===== config.mk =====
export PLATFORM = sky130hd
export DESIGN_NAME = lcd_clock_display_ctrl
export DESIGN_NICKNAME = d
export VERILOG_FILES = /design/src/rtl/lcd_clock_display_ctrl.sv
export SDC_FILE = /design/constraint.sdc
export NUM_CORES = 1
export LEC_CHECK = 0
export CORE_UTILIZATION = 59
export CTS_CLUSTER_SIZE = 8
export DETAILED_ROUTE_END_ITERATION = 8
export GPL_ROUTABILITY_DRIVEN = 0
export PLACE_DENSITY_LB_ADDON = 0.12
export SETUP_SLACK_MARGIN = 0.3
export SLEW_MARGIN = 20
export SYNTH_ARGS = -nofsm -noshare
export SYNTH_HDL_FRONTEND = slang
export SYNTH_SLANG_ARGS = --single-unit

===== constraint.sdc =====
create_clock -name clk_i -period 6 [get_ports clk_i]
set_clock_uncertainty 0.05 [all_clocks]
set_input_delay 1.2 -clock clk_i [delete_from_list [all_inputs] [get_ports clk_i]]
set_output_delay 1.2 -clock clk_i [all_outputs]
set_load 0.02 [all_outputs]

===== src/rtl/lcd_clock_display_ctrl.sv =====
// rtl/lcd_clock_display_ctrl.sv - HD44780 4-bit init and HH:MM:SS frame sequencer
// Every step runs a cycle counter from 0; nibble slots are launched at counts 0 and T_NIB.
module lcd_clock_display_ctrl #(
   parameter int         T_PWRUP   = 750000,
   parameter int         T_INIT1   = 205000,
   parameter int         T_INIT2   = 5000,
   parameter int         T_CMD     = 2000,
   parameter int         T_CLR     = 82000,
   parameter int         T_E       = 12,
   parameter int         T_NIB     = 50,
   parameter logic [6:0] DDRAM_POS = 7'h00
) (
   input  logic        clk_i,
   input  logic        rst_i,
   input  logic [23:0] digits_i,
   input  logic        upd_i,
   output logic        ready_o,
   output logic        frame_done_o,
   output logic [3:0]  lcd_db_o,
   output logic        lcd_e_o,
   output logic        lcd_rs_o,
   output logic        lcd_rw_o
);
   localparam int T_BYTE = T_NIB + ((T_CLR > T_CMD) ? T_CLR : T_CMD);
   localparam int T_M1   = (T_PWRUP > T_INIT1) ? T_PWRUP : T_INIT1;
   localparam int T_MAX  = (T_M1 > T_BYTE) ? T_M1 : T_BYTE;
   localparam int CW     = $clog2(T_MAX + 1);
   localparam logic [CW-1:0] C_ONE  = CW'(1);
   localparam logic [CW-1:0] C_E    = CW'(T_E);
   localparam logic [CW-1:0] C_NIB  = CW'(T_NIB);
   localparam logic [CW-1:0] C_NIB1 = CW'(T_NIB + 1);
   localparam logic [CW-1:0] C_NIBE = CW'(T_NIB + T_E);

   typedef enum logic [3:0] {
      S_PWRUP, S_INIT_A, S_INIT_B, S_INIT_C, S_INIT_D, S_CFG, S_IDLE, S_ADDR, S_CHAR
   } state_t;

   state_t          state_q, state_d;
   logic [CW-1:0]   cnt_q, cnt_d;
   logic [2:0]      idx_q, idx_d;
   logic [23:0]     shadow_q, shadow_d;
   logic            pending_q, pending_d;
   logic [3:0]      db_q, db_d;
   logic            rs_q, rs_d, e_q, e_d, done_q, done_d;
   logic [3:0]      dig_w;
   logic [7:0]      code_w;
   logic [CW-1:0]   last_w;
   logic            is_slot_w, is_byte_w;

   // What the current step sends and how long it lasts.
   always_comb begin
      case (idx_q)
         3'd0:    dig_w = shadow_q[23:20];
         3'd1:    dig_w = shadow_q[19:16];
         3'd3:    dig_w = shadow_q[15:12];
         3'd4:    dig_w = shadow_q[11:8];
         3'd6:    dig_w = shadow_q[7:4];
         3'd7:    dig_w = shadow_q[3:0];
         default: dig_w = 4'h0;
      endcase
      code_w    = 8'h00;
      is_slot_w = 1'b1;
      is_byte_w = 1'b0;
      last_w    = CW'(T_NIB + T_CMD - 1);
      case (state_q)
         S_PWRUP: begin
            is_slot_w = 1'b0;
            last_w    = CW'(T_PWRUP - 1);
         end
         S_INIT_A: begin
            code_w = 8'h30;
            last_w = CW'(T_INIT1 - 1);
         end
         S_INIT_B: begin
            code_w = 8'h30;
            last_w = CW'(T_INIT2 - 1);
         end
         S_INIT_C: begin
            code_w = 8'h30;
            last_w = CW'(T_CMD - 1);
         end
         S_INIT_D: begin
            code_w = 8'h20;
            last_w = CW'(T_CMD - 1);
         end
         S_CFG: begin
            is_byte_w = 1'b1;
            case (idx_q[1:0])
               2'd0:    code_w = 8'h28;
               2'd1:    code_w = 8'h06;
               2'd2:    code_w = 8'h0C;
               default: code_w = 8'h01;
            endcase
            if (idx_q[1:0] == 2'd3) last_w = CW'(T_NIB + T_CLR - 1);
         end
         S_ADDR: begin
            is_byte_w = 1'b1;
            code_w    = {1'b1, DDRAM_POS};
         end
         S_CHAR: begin
            is_byte_w = 1'b1;
            code_w    = (idx_q == 3'd2 || idx_q == 3'd5) ? 8'h3A : {4'h3, dig_w};
         end
         default: is_slot_w = 1'b0;
      endcase
   end

   always_comb begin
      state_d   = state_q;
      cnt_d     = cnt_q;
      idx_d     = idx_q;
      shadow_d  = shadow_q;
      pending_d = pending_q;
      db_d      = db_q;
      rs_d      = rs_q;
      done_d    = 1'b0;
      e_d       = 1'b0;
      if (is_slot_w) begin
         e_d = (cnt_q >= C_ONE && cnt_q <= C_E) ||
               (is_byte_w && cnt_q >= C_NIB1 && cnt_q <= C_NIBE);
         if (cnt_q == '0) begin
            db_d = code_w[7:4];
            rs_d = (state_q == S_CHAR);
         end else if (is_byte_w && cnt_q == C_NIB) begin
            db_d = code_w[3:0];
         end
      end
      if (upd_i && state_q != S_IDLE) pending_d = 1'b1;
      if (state_q == S_IDLE) begin
         if (upd_i) begin
            state_d  = S_ADDR;
            shadow_d = digits_i;
            cnt_d    = '0;
         end
      end else if (cnt_q == last_w) begin
         cnt_d = '0;
         case (state_q)
            S_PWRUP:  state_d = S_INIT_A;
            S_INIT_A: state_d = S_INIT_B;
            S_INIT_B: state_d = S_INIT_C;
            S_INIT_C: state_d = S_INIT_D;
            S_INIT_D: begin
               state_d = S_CFG;
               idx_d   = 3'd0;
            end
            S_CFG: begin
               idx_d = (idx_q[1:0] == 2'd3) ? 3'd0 : idx_q + 3'd1;
               if (idx_q[1:0] == 2'd3) state_d = S_IDLE;
            end
            S_ADDR: begin
               state_d = S_CHAR;
               idx_d   = 3'd0;
            end
            S_CHAR: begin
               idx_d = idx_q + 3'd1;
               if (idx_q == 3'd7) begin
                  done_d = 1'b1;
                  // A request arriving on the final cycle still chains the next frame.
                  if (pending_q || upd_i) begin
                     state_d   = S_ADDR;
                     shadow_d  = digits_i;
                     pending_d = 1'b0;
                  end else begin
                     state_d = S_IDLE;
                  end
               end
            end
            default: state_d = S_IDLE;
         endcase
      end else begin
         cnt_d = cnt_q + C_ONE;
      end
   end

   always_ff @(posedge clk_i) begin
      if (rst_i) begin
         state_q   <= S_PWRUP;
         cnt_q     <= '0;
         idx_q     <= 3'd0;
         shadow_q  <= 24'h0;
         pending_q <= 1'b0;
         db_q      <= 4'h0;
         rs_q      <= 1'b0;
         e_q       <= 1'b0;
         done_q    <= 1'b0;
      end else begin
         state_q   <= state_d;
         cnt_q     <= cnt_d;
         idx_q     <= idx_d;
         shadow_q  <= shadow_d;
         pending_q <= pending_d;
         db_q      <= db_d;
         rs_q      <= rs_d;
         e_q       <= e_d;
         done_q    <= done_d;
      end
   end

   assign ready_o      = (state_q == S_IDLE);
   assign frame_done_o = done_q;
   assign lcd_db_o     = db_q;
   assign lcd_e_o      = e_q;
   assign lcd_rs_o     = rs_q;
   assign lcd_rw_o     = 1'b0;

endmodule


==> metrics.cfg, run 1 <==
[status]
outcome=completed

[worst_setup_path]
crit_required_ps=4750
worstSetupEndpointType=output pin
rrSetupSlack_ps=2660
timing.rr.start=state_q[1]
startpoint=state_q[0]
path_class=reg2out
rr_endpoint=shadow_q[0]
arrival_ps=2470
crit_fanout=32
crit_path_start_kind=flop
reg2regPathDepth=8

[die]
ios=36
core_sq_um=7210
initial_core_util_pct=60.6
dieArea_sq_um=7760
num_rows=31
die_h_microns=88.1
die_w_microns=88.1

[cells_and_area]
fin_nets=613
final_area_sq_um=4900
area_growth_syn_to_layout_pct=12.0
fin_util_pct=67.9
diodes=0
drive_gt1_share_pct=6.06

[timing]
fin_crit_ps=3720
worst_pin_slew_ps=948
maxSlewHeadroom_pct=36.7
rsz0062_at_grt=false
hold_slack_ps=400
tns_ps=0
max_freq_mhz=269
timing.final.hold_violations=0
period_share_pct=62.0
drv_slew=0
setup_viol=0

[min_path]
hold_class=reg2reg
worstHoldEndpoint=lcd_db_o[0]
hold_depth=2
min_from=lcd_db_o[0]

[logic_synthesis]
synth_top_family_by_area=simple AND/OR/NAND/NOR gates
synthSimpleGateAreaFrac_pct=38.0
synthAdderAreaFrac_pct=3.72
synth_seq_cells=59
async_reset_ff_share_pct=0
seq_area_frac_synth_pct=27.0
syn_avg_cell_area_sq_um=7.59
muxShareOfSynthArea_pct=6.01
synth_flop_cell=dfxtp_1
synth_edf_count=0
syn_nets=616
syn_inst=576
yosysWarnings=0
synth_compound_area_share_pct=14.7
synth_cell_types=65
synth_area_sq_um=4370
synthXorXnorAreaFrac_pct=3.61

[place]
io_buffers=34
dp_hpwl_microns=7500
placed_cell_area_sq_um=4640

[detailed_routing]
first_iter_violations=404
wl_microns=11600
num_vias=4413
drc=0
route.met2.wl_microns=5610
wl_met3_microns=599
routedWlPerCell_microns=17.1
antenna_left=0
top_layer=met4
drt-met1-wl_microns=5000
first_pass_iters=6
viasPerCell=6.52

[clock_tree]
cts_root_buf=clkbuf_8
hold_buffers=0
clkTransAtPathRegs_ps=70
clock_latency_ps=350
ctsResizeCount=0
cts_max_level=3
cts_buffer_depth=2
cts_tree=done
cts_buffers=9
post_cts_buffers=0
cts_sinks=59

[grt]
grt_pass1_vias=4037
globalRoute.totalOverflow=0
grtUsageTotal_pct=31.1
grt_max_degree=71
grt_first_pass_wirelength_microns=18900
antenna_found_initial=0

[pwr]
share_comb_of_total_power_pct=7.7
intPower_uw=699
leakagePower_uw=0.00173
peakVddDrop_mv=0.163
power_density_nw_per_um2=188
clkPwrFrac_pct=49.2
p_sw_uw=224
power_switching_share_pct=24.3
seq_power_share_pct=43.1

[flow_run]
cap_violations=0

## kinds of logic after synthesis
kind of cell	Yosys count
multiplexers	26
other	1
adder cells (fa/ha/maj)	13
buffers and inverters	70
AND/OR/NAND/NOR	297
AO/OA/AOI/OAI	92
XOR/XNOR	18
flip-flops	59
## cell usage after synthesis, drive strengths merged, types with 3 or more instances
cell / count / area [sq um]
a21oi: 21 / 105
a221oi: 9 / 85.1
a22oi: 8 / 60.1
a32o: 3 / 30.0
and3: 16 / 100
buf: 15 / 96.3
clkbuf: 40 / 150
dfxtp: 59 / 1180
ha: 13 / 163
inv: 15 / 56.3
mux2i: 24 / 240
nand2: 46 / 173
nand2b: 4 / 25.0
nand3: 55 / 275
nand3b: 3 / 22.5
nand4: 44 / 290
nor2: 46 / 173
nor2b: 8 / 50.1
nor3: 14 / 70.1
nor3b: 26 / 195
nor4: 9 / 71.3
o211ai: 5 / 42.5
o21ai: 16 / 80.1
o22ai: 6 / 37.5
or2: 7 / 43.8
or3: 3 / 18.8
or4b: 11 / 110
xnor2: 8 / 70.1
xor2: 10 / 87.6
## power by group through the flow
stage               clock (uW)  combinational [uW]  sequential (uW)
floorplan                    0                42.3              405
global placement             0                66.7              407
detailed placement           0                68.9              407
CTS                        458                69.1              398
global route               470                78.3              398
finish                     454                71.4              398
## worst max path at each step
| stage | to | slack, ps |
|---|---|---|
| final | ready_o | 2280 |
| after global routing | ready_o | 2130 |
| after CTS | ready_o | 2310 |
| after detailed placement | shadow_q[10] | 2660 |
| after global placement | ready_o | 2720 |
| after floorplan | ready_o | 2780 |
## layout make-up
type                       instances  area, sq um
multi-input combinational        447         2900
fill                             644         2320
sequential                        59         1180
timing repair buffer              41          395
clock buffer                       9          124
tap                               99          124
clock inverter                     7          116
inverter                          15         56.3
## cells in the final DEF, fill, tap and decap left out, types with 3 or more instances in the layout
master | netlist | routed
a21oi_1 | 21 | 20
a221oi_1 | 8 | 8
a22oi_1 | 8 | 8
a32o_1 | 3 | 3
and3_1 | 16 | 16
buf_4 | 4 | 6
bufinv_16 | 0 | 3
clkbuf_8 | 0 | 9
clkdlybuf4s50_1 | 0 | 33
dfxtp_1 | 59 | 59
ha_1 | 13 | 13
inv_1 | 15 | 14
mux2i_1 | 24 | 24
nand2_1 | 46 | 46
nand2b_1 | 4 | 4
nand3_1 | 55 | 55
nand3b_1 | 3 | 3
nand4_1 | 43 | 43
nor2_1 | 46 | 46
nor2b_1 | 8 | 8
nor3_1 | 14 | 14
nor3b_1 | 26 | 26
nor4_1 | 8 | 8
o211ai_1 | 4 | 4
o21ai_0 | 14 | 14
o22ai_1 | 6 | 6
or2_1 | 3 | 3
or2_2 | 4 | 4
or3_1 | 3 | 3
or4b_1 | 10 | 10
xnor2_1 | 8 | 8
xor2_1 | 10 | 10
## flip-flops by register name, indices dropped and copies added, names as in the netlist
name and cells:
lcd_db_o 4, state_q 4, lcd_rs_o 1, idx_q 3, cnt_q 20, lcd_e_o 1, frame_done_o 1, shadow_q 24
pending_q 1
## routing by layer
| layer | up-vias | track usage, % |
|---|---|---|
| met2 | 156 | 51.8 |
| met1 | 2103 | 38.6 |
| met5 | - | 0 |
| met3 | 35 | 5.75 |
| li1 | 2119 | - |
| met4 | 0 | 15.2 |
## through the flow
| stage | total power (uW) | setup slack, ps | std cells |
|---|---|---|---|
| 4_1_cts | 925 | 2310 | 676 |
| 3_5_place_dp | 476 | 2660 | 660 |
| 6_report | 923 | 2280 | 677 |
| 3_3_place_gp | 473 | 2720 | 660 |
| 2_1_floorplan | 447 | 2780 | 576 |
| 5_1_grt | 946 | 2130 | 677 |
## critical path, cell delays in order (launching register included)
cell	delay, ps
dfxtp_1	940
nor2_1	110
nand3_1	120
buf_4	300
inv_1	100
clkdlybuf4s50_1	550
No activity file was read; power rests on OpenSTA's default activity.
==> run 2, diff against run 1 <==
CORE_UTILIZATION = 53   (was 59)
clock period = 3.05 ns   (was 6 ns; I/O delays follow)
==> run 2 against run 1 <==
  * Largest power group is now sequential cells
  * Largest cell class unchanged
  * Flip-flop and latch count is the same
  * Final cell count rose by 4.1%
  * Power grew 81%
  * Count of clock-buffer cells in the layout rose by 1
  * Core utilization fell by 2.6 points
==> metrics.cfg, run 2 (synthesized netlist as in run 1, its figures left out) <==
[timing]
period_share_pct=88.3
tns_ps=0  ; unchanged
fin_crit_ps=2690
fin_ws_ps=355  ; was 2280 ps
timing.final.hold_violations=0  ; unchanged
setup_viol=0  ; unchanged
drv_slew=0  ; unchanged
max_freq_mhz=371
rsz0062_at_grt=false  ; unchanged

[clock_tree]
cts_root_buf=clkbuf_8  ; unchanged
cts_tree=done  ; unchanged
clock_latency_ps=350  ; about the same
cts_max_level=3  ; unchanged
cts_sinks=59  ; unchanged
cts_buffers=9  ; unchanged
cts_buffer_depth=2  ; unchanged
clkTransAtPathRegs_ps=70  ; about the same

[pwr]
leakagePower_uw=0.00184  ; was 0.00173 uW
finalPower_uw=1670  ; was 923 uW
peakVddDrop_mv=0.299  ; was 0.163 mV
power_density_nw_per_um2=327  ; was 188 nW/um^2
share_comb_of_total_power_pct=8.8  ; was 7.7%
intPower_uw=1230  ; was 699 uW
seq_power_share_pct=46.6  ; was 43.1%
p_sw_uw=440  ; was 224 uW
power_switching_share_pct=26.3  ; was 24.3%
clkPwrFrac_pct=44.6  ; was 49.2%

[grt]
grt_max_degree=55  ; was 71
globalRoute.totalOverflow=0  ; unchanged
grt_first_pass_wirelength_microns=20300  ; was 18900 microns
antenna_found_initial=0  ; unchanged
grt_pass1_vias=4084  ; was 4037
grtUsageTotal_pct=29.6  ; was 31.1%

[detailed_routing]
first_pass_iters=5  ; was 6
viasPerCell=6.49  ; was 6.52
drc=0  ; unchanged
num_vias=4573  ; was 4413
routedWlPerCell_microns=17.6  ; was 17.1 microns
wl_microns=12400  ; was 11600 microns
antenna_left=0  ; unchanged
first_iter_violations=392  ; was 404

[die]
die_h_microns=92.8  ; was 88.1 microns
dieArea_sq_um=8620  ; was 7760 sq um
initial_core_util_pct=55.7  ; was 60.6%
ios=36  ; unchanged
die_w_microns=92.8  ; was 88.1 microns
core_sq_um=7850  ; was 7210 sq um
num_rows=32  ; was 31

[cells_and_area]
area_growth_syn_to_layout_pct=17.1  ; was 12.0%
seq_area_sq_um=1190  ; was 1180 sq um
n_fill_cell=704  ; was 644
most-common-layout-cells=55 x nand3_1, 54 x dfxtp_1, 46 x nor2_1, 46 x nand2_1, 43 x nand4_1  ; was 59 x dfxtp_1, 55 x nand3_1, 46 x nor2_1, 46 x nand2_1, 43 x nand4_1
top_register=shadow_q  ; unchanged
diodes=0  ; unchanged
multi_input_area_sq_um=2940  ; was 2900 sq um
fin_nets=638  ; was 613
final_common_cell=nand3_1  ; was dfxtp_1
drive_gt1_share_pct=12.4  ; was 6.06%
largest_reg_flops=24  ; unchanged
reg_top3=shadow_q x24, cnt_q x20  ; unchanged

[place]
io_buffers=34  ; unchanged
dp_hpwl_microns=8550  ; was 7500 microns
place_ws_ps=226  ; was 2660 ps

[worst_setup_path]
reg2regPathDepth=9  ; was 8
worstSetupEndpointType=flop  ; was output pin
startpoint=state_q[0]  ; unchanged
crit_required_ps=3290  ; was 4750 ps
path_class=reg2reg  ; was reg2out
rr_endpoint=shadow_q[0]  ; unchanged
timing.rr.start=state_q[0]  ; was state_q[1]
rrSetupSlack_ps=360  ; was 2660 ps
crit_fanout=17  ; was 32
endpoint=shadow_q[0]  ; was ready_o
arrival_ps=2940  ; was 2470 ps
crit_path_start_kind=flop  ; unchanged

[min_path]
min_from=lcd_db_o[1]  ; was lcd_db_o[0]
hold_class=reg2reg  ; unchanged
hold_depth=2  ; unchanged

[status]
outcome=completed  ; unchanged

[flow_run]
cap_violations=0  ; unchanged

[run 2: changes by cell type in the layout (fill, tap and decap cells not counted), sizes merged]
cell      delta
buf         +25
clkinv       -3
clkinvlp     +3
bufinv       -2
clkbuf       +1
inv          +1
[run 2: worst min path at each step]
| stage | slack (ps) | endpoint |
|---|---|---|
| global placement | 390 | lcd_db_o[0] |
| CTS | 410 | lcd_db_o[1] |
| floorplan | 420 | shadow_q[8] |
| detailed placement | 400 | lcd_db_o[1] |
| finish | 410 | lcd_db_o[1] |
| global route | 430 | lcd_db_o[1] |
[run 2: what timing repair did]
item                                    4_1_cts  5_1_grt
resized for setup                             5       15
pin swaps                                     1        8
buffers inserted                              4        4
hold buffers                                  0        0
endpoints found under the setup margin       19       42
[run 2: worst max-delay path, cell delays in order, from the launching register on]
cell	delay, ps
dfxtp_4	390
buf_4	210
or2_1	290
a21oi_1	230
mux2i_1	360
nor4_4	110
and3_4	190
buf_4	140
or4b_2	590
nand4_1	80
[run 2: final cells by class]
type | count | area share (%)
flip-flops and latches | 59 | 23.3
clock buffers | 10 | 2.69
repair buffers | 66 | 11.7
clock inverters | 6 | 1.27
multi-input cells | 447 | 57.5
well taps | 102 | 2.49
inverters | 15 | 1.10
[run 2: metrics by stage]
stage                     area [sq um]  std cells  hold WS (ps)  utilization, %
after floorplan                   4370        576           417               -
after global placement            4790        681           391            61.1
after detailed placement          4790        681           401            61.1
after CTS                         5040        701           411            64.3
after global routing              5120        705           434            65.3
final                             5120        705           410            65.3
[run 2: per-layer routing]
metal | vias to the layer above | GRT usage (%) | wire length, microns
met1 | 2180 | 42.2 | 5610
met3 | 21 | 3.69 | 950
met5 | - | 0 | 0
met2 | 204 | 45.5 | 5660
li1 | 2168 | - | -
met4 | 0 | 10.5 | 221
[run 2: power groups by stage]
stage          Clock, uW  Sequential [uW]  Combinational [uW]
4_1_cts              750              782                 145
3_3_place_gp           0              799                 140
2_1_floorplan          0              796                83.1
6_report             746              780                 147
5_1_grt              788              781                 160
3_5_place_dp           0              800                 143
